File: src/rtl/mem_copy_dma.sv
// Byte-at-a-time memory copy initiator: reads SRC, writes DST, LEN times,
// and accumulates an 8-bit checksum of the bytes written.
module mem_copy_dma #(
   parameter int AW = 8,
   parameter int DW = 8
) (
   input  logic          clk,
   input  logic          reset,
   input  logic          start,
   input  logic [AW-1:0] src_addr,
   input  logic [AW-1:0] dst_addr,
   input  logic [AW-1:0] len,
   output logic          busy,
   output logic          done,
   output logic [DW-1:0] checksum,
   output logic [AW-1:0] mem_addr,
   output logic          mem_rd_en,
   output logic          mem_wr_en,
   output logic [DW-1:0] mem_wdata,
   input  logic [DW-1:0] mem_rdata
);

   typedef enum logic [1:0] {S_IDLE, S_READ, S_WRITE, S_DONE} state_t;

   state_t        state, state_d;
   logic [AW-1:0] src, src_d, dst, dst_d, count, count_d;
   logic [DW-1:0] data_buf, data_buf_d, checksum_d;
   logic          busy_d, done_d, rd_d, wr_d;
   logic [AW-1:0] addr_d;
   logic [DW-1:0] wdata_d;

   // Outputs are registered, so their next values are computed from the
   // state being entered rather than the state being left.
   always_comb begin
      state_d    = state;
      src_d      = src;
      dst_d      = dst;
      count_d    = count;
      data_buf_d = data_buf;
      checksum_d = checksum;
      busy_d     = busy;
      done_d     = 1'b0;
      addr_d     = mem_addr;
      rd_d       = 1'b0;
      wr_d       = 1'b0;
      wdata_d    = mem_wdata;
      unique case (state)
         S_IDLE: begin
            if (start) begin
               src_d      = src_addr;
               dst_d      = dst_addr;
               count_d    = len;
               checksum_d = '0;
               if (len != '0) begin
                  state_d = S_READ;
                  busy_d  = 1'b1;
                  addr_d  = src_addr;
                  rd_d    = 1'b1;
               end else begin
                  state_d = S_DONE;
                  done_d  = 1'b1;
               end
            end
         end
         S_READ: begin
            data_buf_d = mem_rdata;
            state_d    = S_WRITE;
            addr_d     = dst;
            wdata_d    = mem_rdata;
            wr_d       = 1'b1;
         end
         S_WRITE: begin
            checksum_d = checksum + data_buf;
            src_d      = src + 1'b1;
            dst_d      = dst + 1'b1;
            count_d    = count - 1'b1;
            if (count == AW'(1)) begin
               state_d = S_DONE;
               busy_d  = 1'b0;
               done_d  = 1'b1;
            end else begin
               state_d = S_READ;
               addr_d  = src + 1'b1;
               rd_d    = 1'b1;
            end
         end
         S_DONE: begin
            state_d = S_IDLE;
            busy_d  = 1'b0;
         end
         default: state_d = S_IDLE;
      endcase
   end

   always_ff @(posedge clk or posedge reset) begin
      if (reset) begin
         state     <= S_IDLE;
         src       <= '0;
         dst       <= '0;
         count     <= '0;
         data_buf  <= '0;
         checksum  <= '0;
         busy      <= 1'b0;
         done      <= 1'b0;
         mem_addr  <= '0;
         mem_rd_en <= 1'b0;
         mem_wr_en <= 1'b0;
         mem_wdata <= '0;
      end else begin
         state     <= state_d;
         src       <= src_d;
         dst       <= dst_d;
         count     <= count_d;
         data_buf  <= data_buf_d;
         checksum  <= checksum_d;
         busy      <= busy_d;
         done      <= done_d;
         mem_addr  <= addr_d;
         mem_rd_en <= rd_d;
         mem_wr_en <= wr_d;
         mem_wdata <= wdata_d;
      end
   end

endmodule

File: config.mk
export PLATFORM = sky130hd
export DESIGN_NAME = mem_copy_dma
export DESIGN_NICKNAME = d
export VERILOG_FILES = /design/src/rtl/mem_copy_dma.sv
export SDC_FILE = /design/constraint.sdc
export NUM_CORES = 1
export LEC_CHECK = 0
export BUFFER_PORTS_ARGS = -buffer_cell sky130_fd_sc_hd__buf_4
export CAP_MARGIN = 25
export CORE_MARGIN = 2
export CORE_UTILIZATION = 28
export DETAILED_ROUTE_END_ITERATION = 10
export GPL_ROUTABILITY_DRIVEN = 1
export GPL_TIMING_DRIVEN = 0
export HOLD_SLACK_MARGIN = 0.1
export SLEW_MARGIN = 20
export SYNTH_ARGS = -nofsm -noshare
export SYNTH_HDL_FRONTEND = slang
export SYNTH_SLANG_ARGS = --single-unit
File: constraint.sdc
create_clock -name clk -period 2 [get_ports clk]
set_input_delay 0.1 -clock clk [delete_from_list [all_inputs] [get_ports clk]]
set_output_delay 0.1 -clock clk [all_outputs]
set_load 0.01 [all_outputs]
==> results.sh, run 1 <==
export IMPL_first_iter_violations=152
export IMPL_diodes=0
export IMPL_start_util_pct=28.8
export IMPL_hold_violations=0
export IMPL_synth_area_leaders="dfrtp_1, ha_1, a21oi_1, o21ai_0, mux2_4"
export IMPL_slew_viol_final=0
export IMPL_r2r_cells=6
export IMPL_fmax_mhz=490
export IMPL_fin_skew_ns=0.00459
export IMPL_max_slew_margin_rel_pct=51.8
export IMPL_area_growth_pct=36.8
export IMPL_synth_cell_area_um2=3130
export IMPL_layout_common_cells="buf_4, dfrtp_1, a21oi_1"
export IMPL_numClockSinks=54
export IMPL_grt_antenna_before_repair=0
export IMPL_status="finished, violations left"
export IMPL_cp_slowest_cell="or4_4"
export IMPL_crit_chain="or4_4 -> nor4b_4 -> nand2_1 -> nor3b_4 -> buf_12 -> mux2_4"
export IMPL_finalSetupTns_ns=-0.244
export IMPL_ys_flop_type="dfrtp_1"
export IMPL_reg2reg_from="count[3]$_DFFE_PP0P_"
export IMPL_grt_pass1_vias=2848
export IMPL_dr_pass1_iters=4
export IMPL_whs_ns=0.0908
export IMPL_max_stage_delay_ns=0.56
export IMPL_final_cells=573
export IMPL_netlist_area_leader_share_pct=43.1
export IMPL_grt_usage_pct=14.9
export IMPL_insertion_delay_ns=0.31
export IMPL_die_area_um2=12100
export IMPL_vias=2826
export IMPL_synth_cells=328
export IMPL_die_height_um=110
export IMPL_place_hpwl_um=6110
export IMPL_drive_gt1_share_pct=29.3
export IMPL_whs_endpoint="count[0]$_DFFE_PP0P_"
export IMPL_post_route_drc_count=0
export IMPL_power_density_nw_per_um2=1690
export IMPL_worstMarginPinSlew_ns=0.723
export IMPL_clock_root_buffer="clkbuf_8"
export IMPL_worstHoldPathCells=3
export IMPL_finalWirelength_um=8610
export IMPL_end_kind="register"
export IMPL_hold_class="in2reg"
export IMPL_violations="setup timing"
export IMPL_fin_util_pct=39.4
export IMPL_cp_num_buf_inv=1
export IMPL_worstSetupPathType="reg2reg"
export IMPL_placedCellCount=530
export IMPL_core_um2=10900
export IMPL_finalSetupViolCount=8
export IMPL_routedWlPerCell_um=15.0
export IMPL_ios=63
export IMPL_crit_family="simple AND/OR/NAND/NOR gates"
export IMPL_vias_per_cell=4.93
export IMPL_placementRows=38
export IMPL_crit_path_start_kind="register"
export IMPL_clkSlewWorstSetupHoldPaths_ns=0.10
export IMPL_synth_nets=381
export IMPL_num_nets_final=485
export IMPL_arrival_ns=2.25
export IMPL_rr_endpoint="mem_addr[0]$_DFFE_PP0P_"
export IMPL_yosys_area_top_type="dfrtp_1"
export IMPL_ys_async_sr_fraction_pct=100
export IMPL_grt_pass1_wl_um=13900
export IMPL_ctsHtreeMaxLevel=2
export IMPL_fp_dieW_um=110
export IMPL_gr_total_overflow=0
export IMPL_reg2reg_slack_ns=-0.04
export IMPL_gp_congestion=0.854
export IMPL_ys_warnings_count=0
export IMPL_ys_seq_area_share_pct=43.1
export IMPL_fin_crit_ns=2.04
export IMPL_path_max_fanout=8
export IMPL_tritoncts="yes"
export IMPL_grt_max_degree=55
export IMPL_power_total_mw=7.27
export IMPL_timing_final_crit_share_pct=102
export IMPL_cts_buffer_depth=2
export IMPL_numCtsBuffers=5
export IMPL_rsz0062_at_grt="yes"
export IMPL_fin_ws_ns=-0.0417
export IMPL_cap_violations=0
export IMPL_leakage_nw=1.92
export IMPL_vdd_drop_max_mv=0.732
export IMPL_synth_edf_count=0
export IMPL_syn_avg_cell_area_um2=9.56
export IMPL_synth_cell_types=45
export IMPL_hp_start="len[0]"
export IMPL_postRouteAntennaNets=0
export IMPL_port_buffers=62
export IMPL_ys_ff_latch=54
export IMPL_cp_required_ns=2.20
export IMPL_layout_commonest_cell="buf_4"
[report_power, final]
part           switching (mW)  internal [mW]
registers               0.519           1.65
logic                    2.26           2.17
clock network           0.378          0.281
total                    3.16           4.11
[registers in the layout (all words and copies together), names as in the netlist]
name       count
state          2
mem_rd_en      1
mem_addr       8
src            8
done           1
checksum       8
data_buf       8
dst            8
count          8
mem_wr_en      1
busy           1
[through the flow]
| stage | worst slack [ns] | instance area (µm²) |
|---|---|---|
| after floorplan | 0.0404 | 3130 |
| after global placement | -0.540 | 3770 |
| after CTS | -0.0755 | 4220 |
| after detailed placement | -0.559 | 3780 |
| final | -0.0417 | 4290 |
| after global routing | -0.111 | 4290 |
[synthesized netlist by cell type, drive strengths merged (3+ instances only)]
master,count
a22oi,5
a31oi,3
dfrtp,54
o22ai,11
xnor2,6
nor2,16
xor2,6
nand2,32
buf,3
mux2i,7
a21o,3
o21ai,33
clkbuf,12
mux2,16
nand2b,5
nor3,6
inv,10
a21oi,39
ha,17
nand3,16
[per-layer routing]
metal  vias up  global-route usage, %  part of all wire, %
met2        84                   25.3                   47
met1      1339                   19.0                   46
li1       1398                      -                    -
met5         -                      0                    0
met4         0                   3.62                 0.74
met3         5                   3.32                  6.7
[final cells by class]
class | instances | area [µm²]
Sequential cell | 54 | 1350
Inverter | 10 | 43.8
Multi-Input combinational cell | 249 | 1720
Clock buffer | 7 | 86.3
Tap cell | 140 | 175
Clock inverter | 1 | 5.00
Fill cell | 1096 | 6600
Timing Repair Buffer | 98 | 823
Buffer | 14 | 76.3
[tightest hold or removal path: stages]
cell,delay [ns]
buf_4,0.09
a21oi_1,0.06
mux2i_1,0.11
[cell families after synthesis]
kind of cell    Yosys count  synth area share [%]
buf+inv                  25                  3.03
flops                    54                  43.1
mux                      23                  8.94
xor+xnor                 12                  3.35
compound gates          109                  20.1
simple gates             87                  14.0
fa+ha+maj                18                  7.43
[how the worst max path moves through the flow]
stage	from	end	slack, ns	cells after the start
2_1_floorplan	state[0]$_DFFE_PP0P_	src[0]$_DFFE_PP0P_	0.04	8
3_3_place_gp	state[0]$_DFFE_PP0P_	src[0]$_DFFE_PP0P_	-0.54	8
3_5_place_dp	state[0]$_DFFE_PP0P_	dst[7]$_DFFE_PP0P_	-0.56	9
4_1_cts	count[3]$_DFFE_PP0P_	mem_addr[2]$_DFFE_PP0P_	-0.08	6
5_1_grt	count[3]$_DFFE_PP0P_	mem_addr[0]$_DFFE_PP0P_	-0.11	6
6_report	count[3]$_DFFE_PP0P_	mem_addr[0]$_DFFE_PP0P_	-0.04	6
[repair_timing]
item / CTS / global route
setup buffers: 7 / 5
resized for setup: 19 / 11
hold buffers: 25 / 0
pin swaps: 2 / 2
setup endpoints to repair: 50 / 43
endpoints found under the hold margin: 78 / 0
No activity file was read; power rests on OpenSTA's default activity.
==> run 2, diff against run 1 <==
--- a/config.mk
+++ b/config.mk
@@ -7,6 +7,7 @@
 export LEC_CHECK = 0
 export BUFFER_PORTS_ARGS = -buffer_cell sky130_fd_sc_hd__buf_4
 export CAP_MARGIN = 25
+export CORE_ASPECT_RATIO = 0.8
 export CORE_MARGIN = 2
 export CORE_UTILIZATION = 28
 export DETAILED_ROUTE_END_ITERATION = 10
==> run 2 against run 1 <==
Net effect:
- the run still ends with setup timing left
- sequential share of layout area down 0.15 points
- hold slack better by 0.020 ns
- global-route usage rose by 0.23 points
- die area about the same
- via count rose by 1.1%
- clock-buffer cell count fell by 1
- critical endpoint is now mem_addr[5]$_DFFE_PP0P_
==> results.sh, run 2 (synthesis results as in run 1) <==
export IMPL_finalWirelength_um=8850
export IMPL_hold_violations=0
export IMPL_clkSlewWorstSetupHoldPaths_ns=0.08
export IMPL_status="finished, violations left"
export IMPL_finalSetupViolCount=8
export IMPL_seqPwrFrac_pct=28.7
export IMPL_max_slew_margin_rel_pct=66.3
export IMPL_layout_common_cells="buf_4, dfrtp_1, a21oi_1"
export IMPL_fin_skew_ns=0.0104
export IMPL_layout_commonest_cell="buf_4"
export IMPL_end_kind="register"
export IMPL_ios=63
export IMPL_worstHoldPathCells=3
export IMPL_gr_total_overflow=0
export IMPL_worstSetupPathType="reg2reg"
export IMPL_path_max_fanout=8
export IMPL_start_util_pct=28.8
export IMPL_postRouteAntennaNets=0
export IMPL_insertion_delay_ns=0.30
export IMPL_swShare_pct=42.9
export IMPL_fin_crit_ns=2.10
export IMPL_num_nets_final=479
export IMPL_post_route_drc_count=0
export IMPL_first_iter_violations=223
export IMPL_numCtsBuffers=5
export IMPL_power_switching_mw=3.24
export IMPL_diodes=0
export IMPL_gp_congestion=0.848
export IMPL_vias_per_cell=5.01
export IMPL_fin_ws_ns=-0.102
export IMPL_cts_buffer_depth=2
export IMPL_drive_gt1_share_pct=30.0
export IMPL_vdd_drop_max_mv=0.735
export IMPL_hold_class="in2reg"
export IMPL_grt_pass1_vias=2882
export IMPL_clock_root_buffer="clkbuf_16"
export IMPL_grt_antenna_before_repair=0
export IMPL_die_area_um2=12100
export IMPL_fp_dieW_um=122
export IMPL_cp_slowest_cell="or4_4"
export IMPL_whs_ns=0.111
export IMPL_placedCellCount=535
export IMPL_vias=2858
export IMPL_placementRows=34
export IMPL_cap_violations=0
export IMPL_ctsHtreeMaxLevel=2
export IMPL_area_growth_pct=37.3
export IMPL_place_hpwl_um=6300
export IMPL_grt_usage_pct=15.1
export IMPL_fmax_mhz=476
export IMPL_arrival_ns=2.28
export IMPL_routedWlPerCell_um=15.5
export IMPL_dpl_instance_area_um2=3800
export IMPL_p_comb_share_pct=59.2
export IMPL_power_total_mw=7.56
export IMPL_power_density_nw_per_um2=1760
export IMPL_final_area_um2=4300
export IMPL_timing_final_crit_share_pct=105
export IMPL_core_um2=10900
export IMPL_grt_pass1_wl_um=14400
export IMPL_r2r_cells=6
export IMPL_die_height_um=98.6
export IMPL_crit_chain="or4_4 -> nor4b_4 -> nand2_1 -> nor3b_4 -> buf_12 -> mux2_4"
export IMPL_port_buffers=62
export IMPL_leakage_nw=1.93
export IMPL_worstMarginPinSlew_ns=0.502
export IMPL_final_cells=571
export IMPL_violations="setup timing"
export IMPL_p_int_mw=4.31
export IMPL_grt_max_degree=37
export IMPL_rsz0062_at_grt="yes"
export IMPL_numClockSinks=54
export IMPL_slew_viol_final=0
export IMPL_clkPwrFrac_pct=12.1
export IMPL_tritoncts="yes"
export IMPL_crit_path_start_kind="register"
export IMPL_dr_pass1_iters=4
export IMPL_cp_required_ns=2.18
export IMPL_max_stage_delay_ns=0.57
-- run 2: cell count changes in the layout (fill, tap and decap cells not counted), moves of 2 or more --
cell | before | now
dlygate4sd3_1 | 25 | 18
clkbuf_16 | 0 | 5
clkbuf_8 | 6 | 1
clkbuf_4 | 0 | 4
clkbuf_1 | 3 | 0
buf_2 | 3 | 1
buf_4 | 72 | 74
-- run 2: timing repair --
action | CTS | global route
gates resized for setup | 19 | 19
pin swaps | 4 | 1
setup buffers | 8 | 6
hold buffers | 18 | 0
endpoints found under the hold margin | 71 | 0
setup endpoints to repair | 50 | 47
-- run 2: metal layers --
layer / vias to the layer above / wire length, µm / global-route usage, %
met5: - / 0 / 0
met4: 0 / 108 / 5.04
met3: 10 / 420 / 2.55
met2: 94 / 3810 / 22.1
met1: 1369 / 4510 / 22.4
li1: 1385 / - / -
-- run 2: power by group through the flow --
stage               combinational (mW)  sequential [mW]  clock, mW
floorplan                         2.71             2.21          0
global placement                  3.93             2.18          0
detailed placement                4.02             2.20          0
CTS                               4.31             2.17      0.935
global route                      4.96             2.25      0.980
finish                            4.47             2.17      0.913
-- run 2: worst paths after layout --
kind | from | end | slack [ns]
max | count[6]$_DFFE_PP0P_ | mem_addr[5]$_DFFE_PP0P_ | -0.10
min | src_addr[5] | src[5]$_DFFE_PP0P_ | 0.11
max reg2reg | count[6]$_DFFE_PP0P_ | mem_addr[5]$_DFFE_PP0P_ | -0.10
min reg2reg | busy$_DFFE_PP0P_ | busy$_DFFE_PP0P_ | 0.52
max in group asynchronous | reset | busy$_DFFE_PP0P_ | 1.21
min in group asynchronous | reset | mem_addr[4]$_DFFE_PP0P_ | 0.31
-- run 2: cell type report --
cell class,count,area [µm²]
fillers,1109,6590
well taps,144,180
multi-input cells,249,1720
repair buffers,93,768
flip-flops and latches,54,1350
clock inverters,2,12.5
clock buffers,6,139
plain buffers,13,83.8
inverters,10,43.8
-- run 2: stage by stage --
| stage | utilization (%) | TNS (ns) | worst slack, ns |
|---|---|---|---|
| 6_report | 39.5 | -0.787 | -0.102 |
| 5_1_grt | 39.5 | -1.28 | -0.164 |
| 4_1_cts | 38.9 | -1.14 | -0.145 |
| 3_5_place_dp | 34.9 | -17.02 | -0.551 |
| 3_3_place_gp | 34.7 | -32.42 | -0.522 |
| 2_1_floorplan | - | 0 | 0.0404 |
-- run 2: critical path: cells and delay by family, from the launching register on --
| kind | cells | cell delay (ns) |
|---|---|---|
| and+or+nand+nor | 4 | 1.13 |
| DFF | 1 | 0.38 |
| muxes | 1 | 0.30 |
| buffers and inverters | 1 | 0.16 |
==> run 3, diff against run 2 <==
--- a/config.mk
+++ b/config.mk
@@ -5,6 +5,7 @@
 export SDC_FILE = /design/constraint.sdc
 export NUM_CORES = 1
 export LEC_CHECK = 0
+export ABC_AREA = 1
 export BUFFER_PORTS_ARGS = -buffer_cell sky130_fd_sc_hd__buf_4
 export CAP_MARGIN = 25
 export CORE_ASPECT_RATIO = 0.8
==> run 3 against run 2 <==
Net effect:
- combinational power down 72%
- largest power group is now registers
- core utilization is 2.8 points lower
- the flow now finishes without violations
- sequential power fell by 34%
- highest routed layer unchanged
- synthesized cell count up 34%
==> results.sh, run 3 <==
export IMPL_grt_max_degree=55
export IMPL_cp_required_ns=2.21
export IMPL_worstSetupPathType="reg2reg"
export IMPL_finalSetupTns_ns=0
export IMPL_routedWlPerCell_um=13.2
export IMPL_whs_endpoint="src[2]$_DFFE_PP0P_"
export IMPL_fin_crit_ns=1.83
export IMPL_ys_seq_area_share_pct=41.8
export IMPL_ys_flop_type="dfrtp_1"
export IMPL_layout_commonest_cell="nand2_1"
export IMPL_final_cells=669
export IMPL_worstHoldPathCells=3
export IMPL_reg2reg_slack_ns=0.17
export IMPL_vdd_drop_max_mv=0.380
export IMPL_crit_path_start_kind="register"
export IMPL_r2r_cells=7
export IMPL_synth_area_leaders="dfrtp_1, nand2_1, ha_1, a21oi_1, inv_1"
export IMPL_cap_violations=0
export IMPL_synth_cells=440
export IMPL_ys_ff_latch=54
export IMPL_preCtsSetupSlack_ns=-0.00659
export IMPL_num_nets_final=575
export IMPL_drt_met1_wl_um=4330
export IMPL_synth_most_common_cell="nand2_1"
export IMPL_ctsHtreeMaxLevel=2
export IMPL_start_util_pct=28.4
export IMPL_die_height_um=100
export IMPL_vias=3118
export IMPL_path_max_fanout=10
export IMPL_power_switching_mw=1.24
export IMPL_ys_warnings_count=0
export IMPL_whs_ns=0.111
export IMPL_vias_per_cell=4.66
export IMPL_dr_pass1_iters=4
export IMPL_slew_viol_final=0
export IMPL_place_hpwl_um=6450
export IMPL_layout_common_cells="nand2_1, buf_4, dfrtp_1"
export IMPL_max_slew_margin_rel_pct=54.0
export IMPL_clock_root_buffer="clkbuf_16"
export IMPL_fp_dieW_um=124
export IMPL_core_um2=11400
export IMPL_p_int_mw=2.35
export IMPL_synth_nets=493
export IMPL_top_layer="met4"
export IMPL_timing_final_crit_share_pct=91.5
export IMPL_synth_cell_area_um2=3230
export IMPL_cts_buffer_depth=2
export IMPL_placementRows=35
export IMPL_rsz0062_at_grt="no"
export IMPL_finalSetupViolCount=0
export IMPL_grt_usage_pct=14.8
export IMPL_netlist_area_leader_share_pct=41.8
export IMPL_synth_cell_types=33
export IMPL_hold_class="in2reg"
export IMPL_power_density_nw_per_um2=857
export IMPL_seqPwrFrac_pct=40.1
export IMPL_leakage_nw=2.14
export IMPL_diodes=0
export IMPL_hold_violations=0
export IMPL_p_comb_share_pct=35.4
export IMPL_ys_async_sr_fraction_pct=100
export IMPL_placedCellCount=650
export IMPL_syn_avg_cell_area_um2=7.35
export IMPL_grt_pass1_wl_um=14300
export IMPL_gp_congestion=0.877
export IMPL_insertion_delay_ns=0.30
export IMPL_fmax_mhz=547
export IMPL_dr_wl_met2_um=3800
export IMPL_regArea_um2=1350
export IMPL_numClockSinks=54
export IMPL_yosys_area_top_type="dfrtp_1"
export IMPL_fill_cells=1212
export IMPL_swShare_pct=34.5
export IMPL_ios=63
export IMPL_post_route_drc_count=0
export IMPL_synth_edf_count=0
export IMPL_gr_total_overflow=0
export IMPL_arrival_ns=2.04
export IMPL_fin_skew_ns=0.00353
export IMPL_clkSlewWorstSetupHoldPaths_ns=0.07
export IMPL_met3_wirelength_um=589
export IMPL_fin_ws_ns=0.171
export IMPL_die_area_um2=12400
export IMPL_numCtsBuffers=5
export IMPL_finalWirelength_um=8820
export IMPL_hp_start="src_addr[2]"
export IMPL_first_iter_violations=158
export IMPL_synth_common_cells="nand2_1, dfrtp_1, inv_1"
export IMPL_reg2reg_from="state[0]$_DFFE_PP0P_"
export IMPL_end_kind="register"
export IMPL_status="completed"
export IMPL_postRouteAntennaNets=0
export IMPL_grt_antenna_before_repair=0
export IMPL_port_buffers=62
export IMPL_tritoncts="yes"
export IMPL_worstMarginPinSlew_ns=0.690
export IMPL_grt_pass1_vias=2947
export IMPL_rr_endpoint="src[5]$_DFFE_PP0P_"
export IMPL_drive_gt1_share_pct=17.5
export IMPL_clkPwrFrac_pct=24.5
export IMPL_area_growth_pct=29.3
export IMPL_multiInputGateArea_um2=1650
export IMPL_post_cts_setup_buffers=0
==> run 3: cell count changes after synthesis, sizes merged, moves of 4 or more <==
cell,change
nand4,+5
mux2,-16
xnor2,-5
mux2i,-7
buf,+5
o22ai,-9
nor2,+24
clkbuf,-6
inv,+34
xor2,-4
nor3,-4
nand2,+112
a21oi,-7
nand3,+11
==> run 3: cells by family (layout without fill, tap and decap cells) <==
| family | count (synthesis) | after routing | synth area share (%) |
|---|---|---|---|
| compound gates | 81 | 81 | 14.4 |
| flops | 54 | 54 | 41.8 |
| fa+ha+maj | 18 | 18 | 7.20 |
| simple gates | 225 | 225 | 28.3 |
| xor+xnor | 3 | 3 | 0.813 |
| buf+inv | 59 | 140 | 7.51 |
==> run 3: metal layers <==
layer | vias up | global-route usage (%)
li1 | 1593 | -
met3 | 9 | 2.84
met4 | 0 | 3.54
met1 | 1430 | 21.8
met5 | - | 0
met2 | 86 | 22.3
==> run 3: worst max-delay path by stage <==
stage               cells after the start  slack (ns)                  from                   end
floorplan                               9        0.41  state[0]$_DFFE_PP0P_    dst[6]$_DFFE_PP0P_
global placement                        2       -0.24                 reset    dst[6]$_DFFE_PP0P_
detailed placement                      7      -0.007  state[0]$_DFFE_PP0P_    src[5]$_DFFE_PP0P_
CTS                                     7        0.01  state[0]$_DFFE_PP0P_  count[1]$_DFFE_PP0P_
global route                            8        0.02  state[0]$_DFFE_PP0P_    dst[6]$_DFFE_PP0P_
finish                                  7        0.17  state[0]$_DFFE_PP0P_    src[5]$_DFFE_PP0P_
==> run 3: layout make-up <==
class | count | area share, %
flip-flops and latches | 54 | 32.3
repair buffers | 76 | 14.5
well taps | 148 | 4.43
inverters | 45 | 4.10
multi-input cells | 327 | 39.5
clock buffers | 6 | 3.32
plain buffers | 13 | 1.80
==> run 3: what timing repair did <==
| action | in CTS | in global routing |
|---|---|---|
| hold buffers | 14 | 0 |
| gates resized for setup | 1 | 9 |
| endpoints found under the hold margin | 67 | 0 |
| endpoints found under the setup margin | 3 | 30 |
==> run 3: metrics by stage <==
| step | utilization (%) | power, mW | cell area, µm² |
|---|---|---|---|
| 2_1_floorplan | - | 2.29 | 3230 |
| 3_3_place_gp | 34.1 | 2.66 | 3880 |
| 3_5_place_dp | 34.1 | 2.70 | 3890 |
| 4_1_cts | 36.6 | 3.61 | 4170 |
| 5_1_grt | 36.7 | 3.87 | 4180 |
| 6_report | 36.7 | 3.58 | 4180 |
==> run 3: power groups by stage <==
stage / Sequential (mW) / Combinational, mW / Clock [mW]
2_1_floorplan: 1.46 / 0.835 / 0
3_3_place_gp: 1.45 / 1.21 / 0
3_5_place_dp: 1.45 / 1.25 / 0
4_1_cts: 1.43 / 1.27 / 0.902
5_1_grt: 1.46 / 1.46 / 0.945
6_report: 1.44 / 1.27 / 0.877
==> run 3: worst max-delay path, cell delays in order, from the launching register on <==
cell,delay [ns]
dfrtp_1,0.45
inv_1,0.11
ha_1,0.25
inv_2,0.11
buf_2,0.27
buf_2,0.30
a21oi_1,0.10
a22oi_1,0.17
